--- config.mk ---
export PLATFORM = sky130hd
export DESIGN_NAME = window3_feeder
export DESIGN_NICKNAME = d
export VERILOG_FILES = /design/src/rtl/window3_feeder_pkg.sv /design/src/rtl/window3_feeder.sv
export SDC_FILE = /design/constraint.sdc
export NUM_CORES = 1
export LEC_CHECK = 0
export CAP_MARGIN = 10
export CORE_ASPECT_RATIO = 0.8
export CORE_MARGIN = 3
export CORE_UTILIZATION = 55
export CTS_CLUSTER_SIZE = 10
export DETAILED_ROUTE_END_ITERATION = 8
export GPL_ROUTABILITY_DRIVEN = 0
export GPL_TIMING_DRIVEN = 0
export PLACE_DENSITY = 0.82
export SYNTH_ARGS = -nofsm -noshare
export SYNTH_HDL_FRONTEND = slang
export SYNTH_SLANG_ARGS = --single-unit
export TNS_END_PERCENT = 1
--- constraint.sdc ---
create_clock -name clk -period 4.4 [get_ports clk]
set_input_delay 0.88 -clock clk [delete_from_list [all_inputs] [get_ports clk]]
set_output_delay 0.88 -clock clk [all_outputs]
set_load 0.005 [all_outputs]
--- src/rtl/window3_feeder_pkg.sv ---
// Shared definitions for the 3-sample window feeder: state encoding and default widths.
package window3_feeder_pkg;

  localparam int DW_DEFAULT    = 8;
  localparam int LEN_W_DEFAULT = 12;

  // 2'd3 is unused and recovers to ST_IDLE
  typedef enum logic [1:0] {
    ST_IDLE  = 2'd0,
    ST_RUN   = 2'd1,
    ST_FLUSH = 2'd2
  } state_t;

endpackage

--- src/rtl/window3_feeder.sv ---
// Serial line stream -> 3-sample sliding windows (prev, centre, next) with edge
// replication, valid/ready on both sides and a single registered output stage.
module window3_feeder
  import window3_feeder_pkg::*;
#(
  parameter int DW    = DW_DEFAULT,
  parameter int LEN_W = LEN_W_DEFAULT
) (
  input  logic             clk,
  input  logic             rst_n,
  input  logic             in_valid,
  output logic             in_ready,
  input  logic [DW-1:0]    in_data,
  input  logic             in_eol,
  output logic             out_valid,
  input  logic             out_ready,
  output logic [DW-1:0]    out_data1,
  output logic [DW-1:0]    out_data2,
  output logic [DW-1:0]    out_data3,
  output logic             out_sol,
  output logic             out_eol,
  output logic [LEN_W-1:0] out_idx
);

  state_t             r_state;
  state_t             w_state_nxt;
  logic [DW-1:0]      r_prev;
  logic [DW-1:0]      r_cur;
  logic               r_first;
  logic [LEN_W-1:0]   r_idx;

  logic               r_vld_p1;
  logic [DW-1:0]      r_data1_p1;
  logic [DW-1:0]      r_data2_p1;
  logic [DW-1:0]      r_data3_p1;
  logic               r_sol_p1;
  logic               r_eol_p1;
  logic [LEN_W-1:0]   r_idx_p1;

  logic               w_load_ok;
  logic               w_in_ready;
  logic               w_acc;
  logic               w_emit;
  logic               w_flush_emit;

  // Next sample of the window: the incoming sample, or the centre replicated at line end.
  function automatic logic [DW-1:0] f_next_sample(input logic          flush,
                                                  input logic [DW-1:0] cur,
                                                  input logic [DW-1:0] nxt);
    return flush ? cur : nxt;
  endfunction

  assign w_load_ok = !r_vld_p1 || out_ready;

  always_comb begin
    w_in_ready = 1'b0;
    case (r_state)
      ST_IDLE:  w_in_ready = 1'b1;
      ST_RUN:   w_in_ready = w_load_ok;
      default:  w_in_ready = 1'b0;
    endcase
  end

  assign w_acc = in_valid && w_in_ready;

  always_comb begin
    w_state_nxt  = r_state;
    w_emit       = 1'b0;
    w_flush_emit = 1'b0;
    case (r_state)
      ST_IDLE: begin
        if (w_acc) w_state_nxt = in_eol ? ST_FLUSH : ST_RUN;
      end
      ST_RUN: begin
        if (w_acc) begin
          w_emit      = 1'b1;
          w_state_nxt = in_eol ? ST_FLUSH : ST_RUN;
        end
      end
      ST_FLUSH: begin
        if (w_load_ok) begin
          w_emit       = 1'b1;
          w_flush_emit = 1'b1;
          w_state_nxt  = ST_IDLE;
        end
      end
      default: w_state_nxt = ST_IDLE;
    endcase
  end

  // Line-history stage: previous/centre samples and centre position
  always_ff @(posedge clk or negedge rst_n) begin
    if (!rst_n) begin
      r_state <= ST_IDLE;
      r_prev  <= '0;
      r_cur   <= '0;
      r_first <= 1'b0;
      r_idx   <= '0;
    end else begin
      r_state <= w_state_nxt;
      if (w_acc && r_state == ST_IDLE) begin
        r_prev  <= in_data;
        r_cur   <= in_data;
        r_first <= 1'b1;
        r_idx   <= '0;
      end else if (w_acc && r_state == ST_RUN) begin
        r_prev  <= r_cur;
        r_cur   <= in_data;
        r_first <= 1'b0;
        r_idx   <= r_idx + 1'b1;
      end
    end
  end

  // Output stage p1: window registers, held while the sink stalls
  always_ff @(posedge clk or negedge rst_n) begin
    if (!rst_n) begin
      r_vld_p1   <= 1'b0;
      r_data1_p1 <= '0;
      r_data2_p1 <= '0;
      r_data3_p1 <= '0;
      r_sol_p1   <= 1'b0;
      r_eol_p1   <= 1'b0;
      r_idx_p1   <= '0;
    end else if (w_emit) begin
      r_vld_p1   <= 1'b1;
      r_data1_p1 <= r_prev;
      r_data2_p1 <= r_cur;
      r_data3_p1 <= f_next_sample(w_flush_emit, r_cur, in_data);
      r_sol_p1   <= r_first;
      r_eol_p1   <= w_flush_emit;
      r_idx_p1   <= r_idx;
    end else if (r_vld_p1 && out_ready) begin
      r_vld_p1   <= 1'b0;
    end
  end

  assign in_ready  = w_in_ready;
  assign out_valid = r_vld_p1;
  assign out_data1 = r_data1_p1;
  assign out_data2 = r_data2_p1;
  assign out_data3 = r_data3_p1;
  assign out_sol   = r_sol_p1;
  assign out_eol   = r_eol_p1;
  assign out_idx   = r_idx_p1;

endmodule
==> results.sh, run 1 <==
export IMPL_worst_setup_path_type="in2out"
export IMPL_viasPerCell=5.477
export IMPL_final_fill_count=346
export IMPL_cts_resized=0
export IMPL_fin_crit_ns=3.349
export IMPL_die_area_sq_um=6577
export IMPL_die_h_um=73.14
export IMPL_detail_route_wl_per_cell_um=15.65
export IMPL_num_rows=23
export IMPL_drt_iter0_drc=150
export IMPL_cp_arrival_ns=2.47
export IMPL_timing_fmax_mhz=298.6
export IMPL_vias=2229
export IMPL_power_density_nw_per_um2=693.6
export IMPL_rsz0062_at_grt="false"
export IMPL_ctsHoldBuffers=0
export IMPL_grt_antenna_before_repair=0
export IMPL_hpwlAfterDp_um=4371
export IMPL_postCtsSetupRepairBufs=0
export IMPL_clock_sinks=70
export IMPL_end_kind="output pin"
export IMPL_areaGrowthSynthToFinish_pct=27.69
export IMPL_grt_pass1_vias=2286
export IMPL_ir_drop_mv=0.3654
export IMPL_grt_max_degree=71
export IMPL_placed_cell_area_sq_um=3711
export IMPL_port_buffers=52
export IMPL_synth_area_leaders="dfrtp_1, mux2_2, nand2_1"
export IMPL_synth_top_cell_by_area="dfrtp_1"
export IMPL_ys_types=42
export IMPL_syn_area_sq_um=3099
export IMPL_syn_mean_instance_area_sq_um=11.74
export IMPL_swShare=0.3180
export IMPL_tns_ns=0
export IMPL_tritoncts="yes"
export IMPL_nets=344
export IMPL_holdCritPathClass="reg2reg"
export IMPL_cts_root_buf="clkbuf_8"
export IMPL_drt_total_wl_um=6368
export IMPL_required_ns=3.52
export IMPL_p_int_mw=1.872
export IMPL_start_kind="primary input"
export IMPL_drc=0
export IMPL_pin_count=53
export IMPL_setup_violations=0
export IMPL_power_switching_uw=872.8
export IMPL_ant_nets=0
export IMPL_core_region_area_sq_um=5209
export IMPL_clk_latency_ns=0.35
export IMPL_cap_violations=0
export IMPL_cp_max_fo=5
export IMPL_clockBufferDepth=2
export IMPL_cts_clk_slew_worst_paths_ns=0.07
export IMPL_finalHoldViolCount=0
export IMPL_comb_power_share=0.391
export IMPL_post_route_period_util=0.7611
export IMPL_report_final_slew_viol_count=0
export IMPL_insertedDiodeCount=0
export IMPL_grt_overflow_total=0
export IMPL_initial_utilization=0.5950
export IMPL_grt_pass1_wl_um=10760
export IMPL_finClkSkew_ns=0.005836
export IMPL_cts_buffers=9
export IMPL_yosys_warnings=0
export IMPL_pwr_share_seq=0.379
export IMPL_power_frac_clock=0.230
export IMPL_synth_nets=281
export IMPL_syn_inst=264
export IMPL_design_area_sq_um=3958
export IMPL_grt_usage=0.2125
export IMPL_htreeDepth=3
export IMPL_die_w_um=89.93
export IMPL_worst_pin_slew_ns=0.8419
export IMPL_outcome="complete, no violations"
export IMPL_drive_above_1_share=0.1867
export IMPL_drtPass1Iterations=4
export IMPL_p_leak_nw=1.862
export IMPL_relSlewSlack=0.4387
export IMPL_yosys_area_top_type_share=0.5652
export IMPL_yosysSeqAreaShare=0.5652
export IMPL_synth_seq_cells=70
[critical path, stage by stage]
cell	delay (ns)
clkdlybuf4s50_1	0.45
nand2b_2	0.25
a21oi_1	0.35
inv_1	0.09
clkdlybuf4s50_1	0.45
[power by group through the flow]
stage	clock network (mW)	registers, mW	logic (mW)
after floorplan	0	1.03	0.631
after global placement	0	1.04	1.05
after detailed placement	0	1.05	1.07
after CTS	0.642	1.04	1.09
after global routing	0.674	1.07	1.18
final	0.631	1.04	1.07
[per-stage QoR]
stage / instances / hold slack (ns) / utilization / setup slack [ns] / total power, mW
final: 407 / 0.4920 / 0.7598 / 1.051 / 2.745
after global routing: 407 / 0.5232 / 0.7598 / 0.9510 / 2.926
after CTS: 407 / 0.4938 / 0.7598 / 1.057 / 2.768
after detailed placement: 391 / 0.4766 / 0.7125 / 1.062 / 2.125
after global placement: 391 / 0.4587 / 0.7129 / 0.1763 / 2.090
after floorplan: 264 / 0.4426 / - / 2.094 / 1.659
[area by class of cell]
type                       count  area, sq um  share of cell area
clock inverter                 6        108.9             0.02751
multi-input combinational    170         1207              0.3051
timing repair buffer          52        518.0              0.1309
tap                           75        93.84             0.02371
sequential                    70         1752              0.4426
inverter                      11        41.29             0.01043
buffer                        13        98.84             0.02498
clock buffer                  10        137.6             0.03478
[routing by layer]
layer  vias up  part of all wire  track usage
met3         9             0.060      0.07423
met2        61              0.48       0.3400
met1      1099              0.45       0.2737
met4         0             0.012      0.07470
li1       1060                 -            -
met5         -                 0            0
[Yosys cell counts]
master    instances
a211o_1           2
a21o_1            1
a21oi_1          15
a221o_1           2
a31oi_2           1
and2_1            1
and2_4            1
and4_1            2
buf_2             3
buf_4             3
buf_6             3
buf_8             1
clkbuf_1          2
clkbuf_2          1
dfrtp_1          70
ha_1              4
inv_1            11
mux2_2           18
mux2_4           11
mux2i_1           8
nand2_1          47
nand2b_1          1
nand2b_2          1
nand3_1           4
nand3_2           2
nand3b_1          2
nand4_1           1
nor2b_1           3
nor3_1            1
nor3b_1           2
nor4_1            2
nor4b_1           1
o21ai_0          14
o221ai_1          2
o22ai_1           8
o311ai_0          1
o31ai_1           3
o41ai_1           1
or2_0             1
or2_1             1
or3_1             3
or4_1             3
[logic make-up after synthesis]
kind of cell / Yosys count / share of synthesized area
DFF: 70 / 0.5652
adders and majority gates: 4 / 0.01615
AOI/OAI and AO/OA: 50 / 0.1001
buffers and inverters: 24 / 0.04521
muxes: 37 / 0.1445
and+or+nand+nor: 79 / 0.1288
[worst paths after layout]
kind                            start      endpoint  slack [ns]  cells past startpoint
min reg2reg                   r_first       r_first        0.49                      2
max in group asynchronous       rst_n  out_data1[0]        3.23                      1
max                         out_ready      in_ready        1.05                      5
min in group asynchronous       rst_n    out_idx[3]        0.63                      1
max reg2reg                r_state[0]    r_state[0]        2.28                      7
min                           r_first       r_first        0.49                      2
[registers in the layout, summed over array words and instances, names as in the netlist]
signal and flops:
out_sol 1, r_idx 12, r_first 1, out_idx 12
out_valid 1, r_state 2, r_cur 8, out_eol 1
out_data3 8, out_data1 8, r_prev 8, out_data2 8
[placed cells by master, fill, tap and decap left out, types with 3 or more instances in the layout]
cell type / instances
ha_1: 4
mux2i_1: 8
nand2_1: 47
o22ai_1: 8
inv_1: 11
buf_2: 3
buf_6: 3
clkbuf_8: 10
dfrtp_1: 70
bufinv_16: 3
o21ai_0: 14
nor2b_1: 3
a21oi_1: 15
o31ai_1: 3
buf_4: 4
or3_1: 3
mux2_2: 18
nand3_1: 4
clkdlybuf4s50_1: 51
mux2_4: 11
or4_1: 3
Note: power is estimated with default switching activity, not from simulation.
==> inputs of run 2 (changes only) <==
Settings changed: CORE_UTILIZATION 55 to 52, PLACE_DENSITY 0.82 to 0.79.
Clock period 4.4 ns to 3.52 ns, I/O delays scaled along.
==> run 2 against run 1 <==
Effect of this change: global-route usage down 0.93 points; sequential power up 26%; utilization down 5.9 points; critical endpoint unchanged; largest cell class unchanged; largest power group unchanged.
==> results.sh, run 2 (synthesized netlist as in run 1, its figures left out) <==
export IMPL_grt_max_degree=71
export IMPL_ff2ff_setup_slack_ns=1.32
export IMPL_die_h_um=75.05
export IMPL_postCtsSetupRepairBufs=0
export IMPL_drt_total_wl_um=6633
export IMPL_regArea_sq_um=1752
export IMPL_hpwlAfterDp_um=4490
export IMPL_relSlewSlack=0.4254
export IMPL_layout_commonest_cell="dfrtp_1"
export IMPL_holdCritPathClass="in2async"
export IMPL_grt_antenna_before_repair=0
export IMPL_ir_drop_mv=0.4667
export IMPL_slowest_delay_ns=0.45
export IMPL_crit_path_start="out_ready"
export IMPL_cts_buffers=9
export IMPL_tritoncts="yes"
export IMPL_dr_wl_met3_um=309
export IMPL_multi_input_area_sq_um=1207
export IMPL_core_region_area_sq_um=5615
export IMPL_areaGrowthSynthToFinish_pct=27.05
export IMPL_end_kind="output pin"
export IMPL_drive_above_1_share=0.1813
export IMPL_top_layer_used="met4"
export IMPL_cpMaxStageDelayCell="clkdlybuf4s50_1"
export IMPL_die_area_sq_um=6928
export IMPL_drtPass1Iterations=4
export IMPL_fin_crit_ns=2.989
export IMPL_drc=0
export IMPL_rsz0062_at_grt="false"
export IMPL_clockBufferDepth=2
export IMPL_cp_max_fo=5
export IMPL_tns_ns=0
export IMPL_routedLengthMet1_um=3095
export IMPL_grt_pass1_wl_um=10770
export IMPL_htreeDepth=3
export IMPL_clk_latency_ns=0.34
export IMPL_finalHoldViolCount=0
export IMPL_nets=344
export IMPL_finClkSkew_ns=0.01226
export IMPL_worst_setup_path_type="in2out"
export IMPL_start_kind="primary input"
export IMPL_ctsHoldBuffers=0
export IMPL_fin_hold_ws_ns=0.4808
export IMPL_post_route_period_util=0.8492
export IMPL_power_density_nw_per_um2=857.5
export IMPL_ff2ff_path_depth=7
export IMPL_drt_iter0_drc=97
export IMPL_cp_cell_sequence="clkdlybuf4s50_1 -> nand2b_2 -> a21oi_1 -> inv_1 -> clkdlybuf4s50_1"
export IMPL_cts_root_buf="clkbuf_8"
export IMPL_rr_endpoint="r_state[0]"
export IMPL_insertedDiodeCount=0
export IMPL_vias=2271
export IMPL_initial_utilization=0.5519
export IMPL_grt_pass1_vias=2202
export IMPL_wl_met2_um=3164
export IMPL_cts_clk_slew_worst_paths_ns=0.06
export IMPL_port_buffers=52
export IMPL_cap_violations=0
export IMPL_detail_route_wl_per_cell_um=16.22
export IMPL_rr_startpoint="r_state[0]"
export IMPL_p_leak_nw=1.844
export IMPL_viasPerCell=5.553
export IMPL_utilization=0.7012
export IMPL_pin_count=53
export IMPL_grt_overflow_total=0
export IMPL_required_ns=2.82
export IMPL_timing_fmax_mhz=334.5
export IMPL_ant_nets=0
export IMPL_cpMostUsedCell="clkdlybuf4s50_1"
export IMPL_clock_sinks=70
export IMPL_final_fill_count=434
export IMPL_die_w_um=92.32
export IMPL_report_final_slew_viol_count=0
export IMPL_worst_pin_slew_ns=0.8619
export IMPL_cts_resized=0
export IMPL_grt_usage=0.2032
export IMPL_num_rows=24
export IMPL_outcome="complete, no violations"
export IMPL_setup_violations=0
export IMPL_cp_arrival_ns=2.29
export IMPL_mostFrequentLayoutCells="dfrtp_1, clkdlybuf4s50_1, nand2_1"
## run 2: cell types whose count changed in the layout (fill, tap and decap cells not counted), sizes merged
| cell | delta |
|---|---|
| bufinv | -1 |
| clkbuf | +2 |
| clkinv | -3 |
| clkinvlp | +1 |
## run 2: stage by stage
stage	cell area (sq um)	setup slack, ns	power, mW	cells
after floorplan	3099	1.566	2.073	264
after global placement	3717	-0.5805	2.613	394
after detailed placement	3715	0.5406	2.670	394
after CTS	3938	0.5172	3.399	409
after global routing	3938	0.3980	3.588	409
final	3938	0.5309	3.377	409
## run 2: final cells by class
type | count | share of cell area
Sequential cell | 70 | 0.4449
Multi-Input combinational cell | 170 | 0.3066
Timing Repair Buffer | 52 | 0.1316
Clock buffer | 12 | 0.03940
Buffer | 13 | 0.02510
Tap cell | 78 | 0.02479
Clock inverter | 3 | 0.01716
Inverter | 11 | 0.01049
## run 2: routing by layer
metal,track usage,up-vias
li1,-,1059
met1,0.2792,1138
met2,0.3215,68
met3,0.05295,6
met4,0.06590,0
met5,0,-
## run 2: worst max-delay path by stage
stage                     endpoint  slack (ns)  cells past startpoint
after global placement    r_idx[9]       -0.58                      1
after global routing      in_ready        0.40                      5
after floorplan           in_ready        1.57                      3
final                     in_ready        0.53                      5
after CTS                 in_ready        0.52                      5
after detailed placement  in_ready        0.54                      5
## run 2: report_power, final
group          internal [mW]  switching, mW  total (mW)
clock network          0.434          0.286       0.720
registers               1.10          0.209        1.31
logic                  0.754          0.595        1.35
total                   2.29           1.09        3.38
## run 2: critical path, delay by kind of cell
kind	cells	cell delay (ns)
simple gates	1	0.25
buf+inv	3	0.99
compound gates	1	0.34
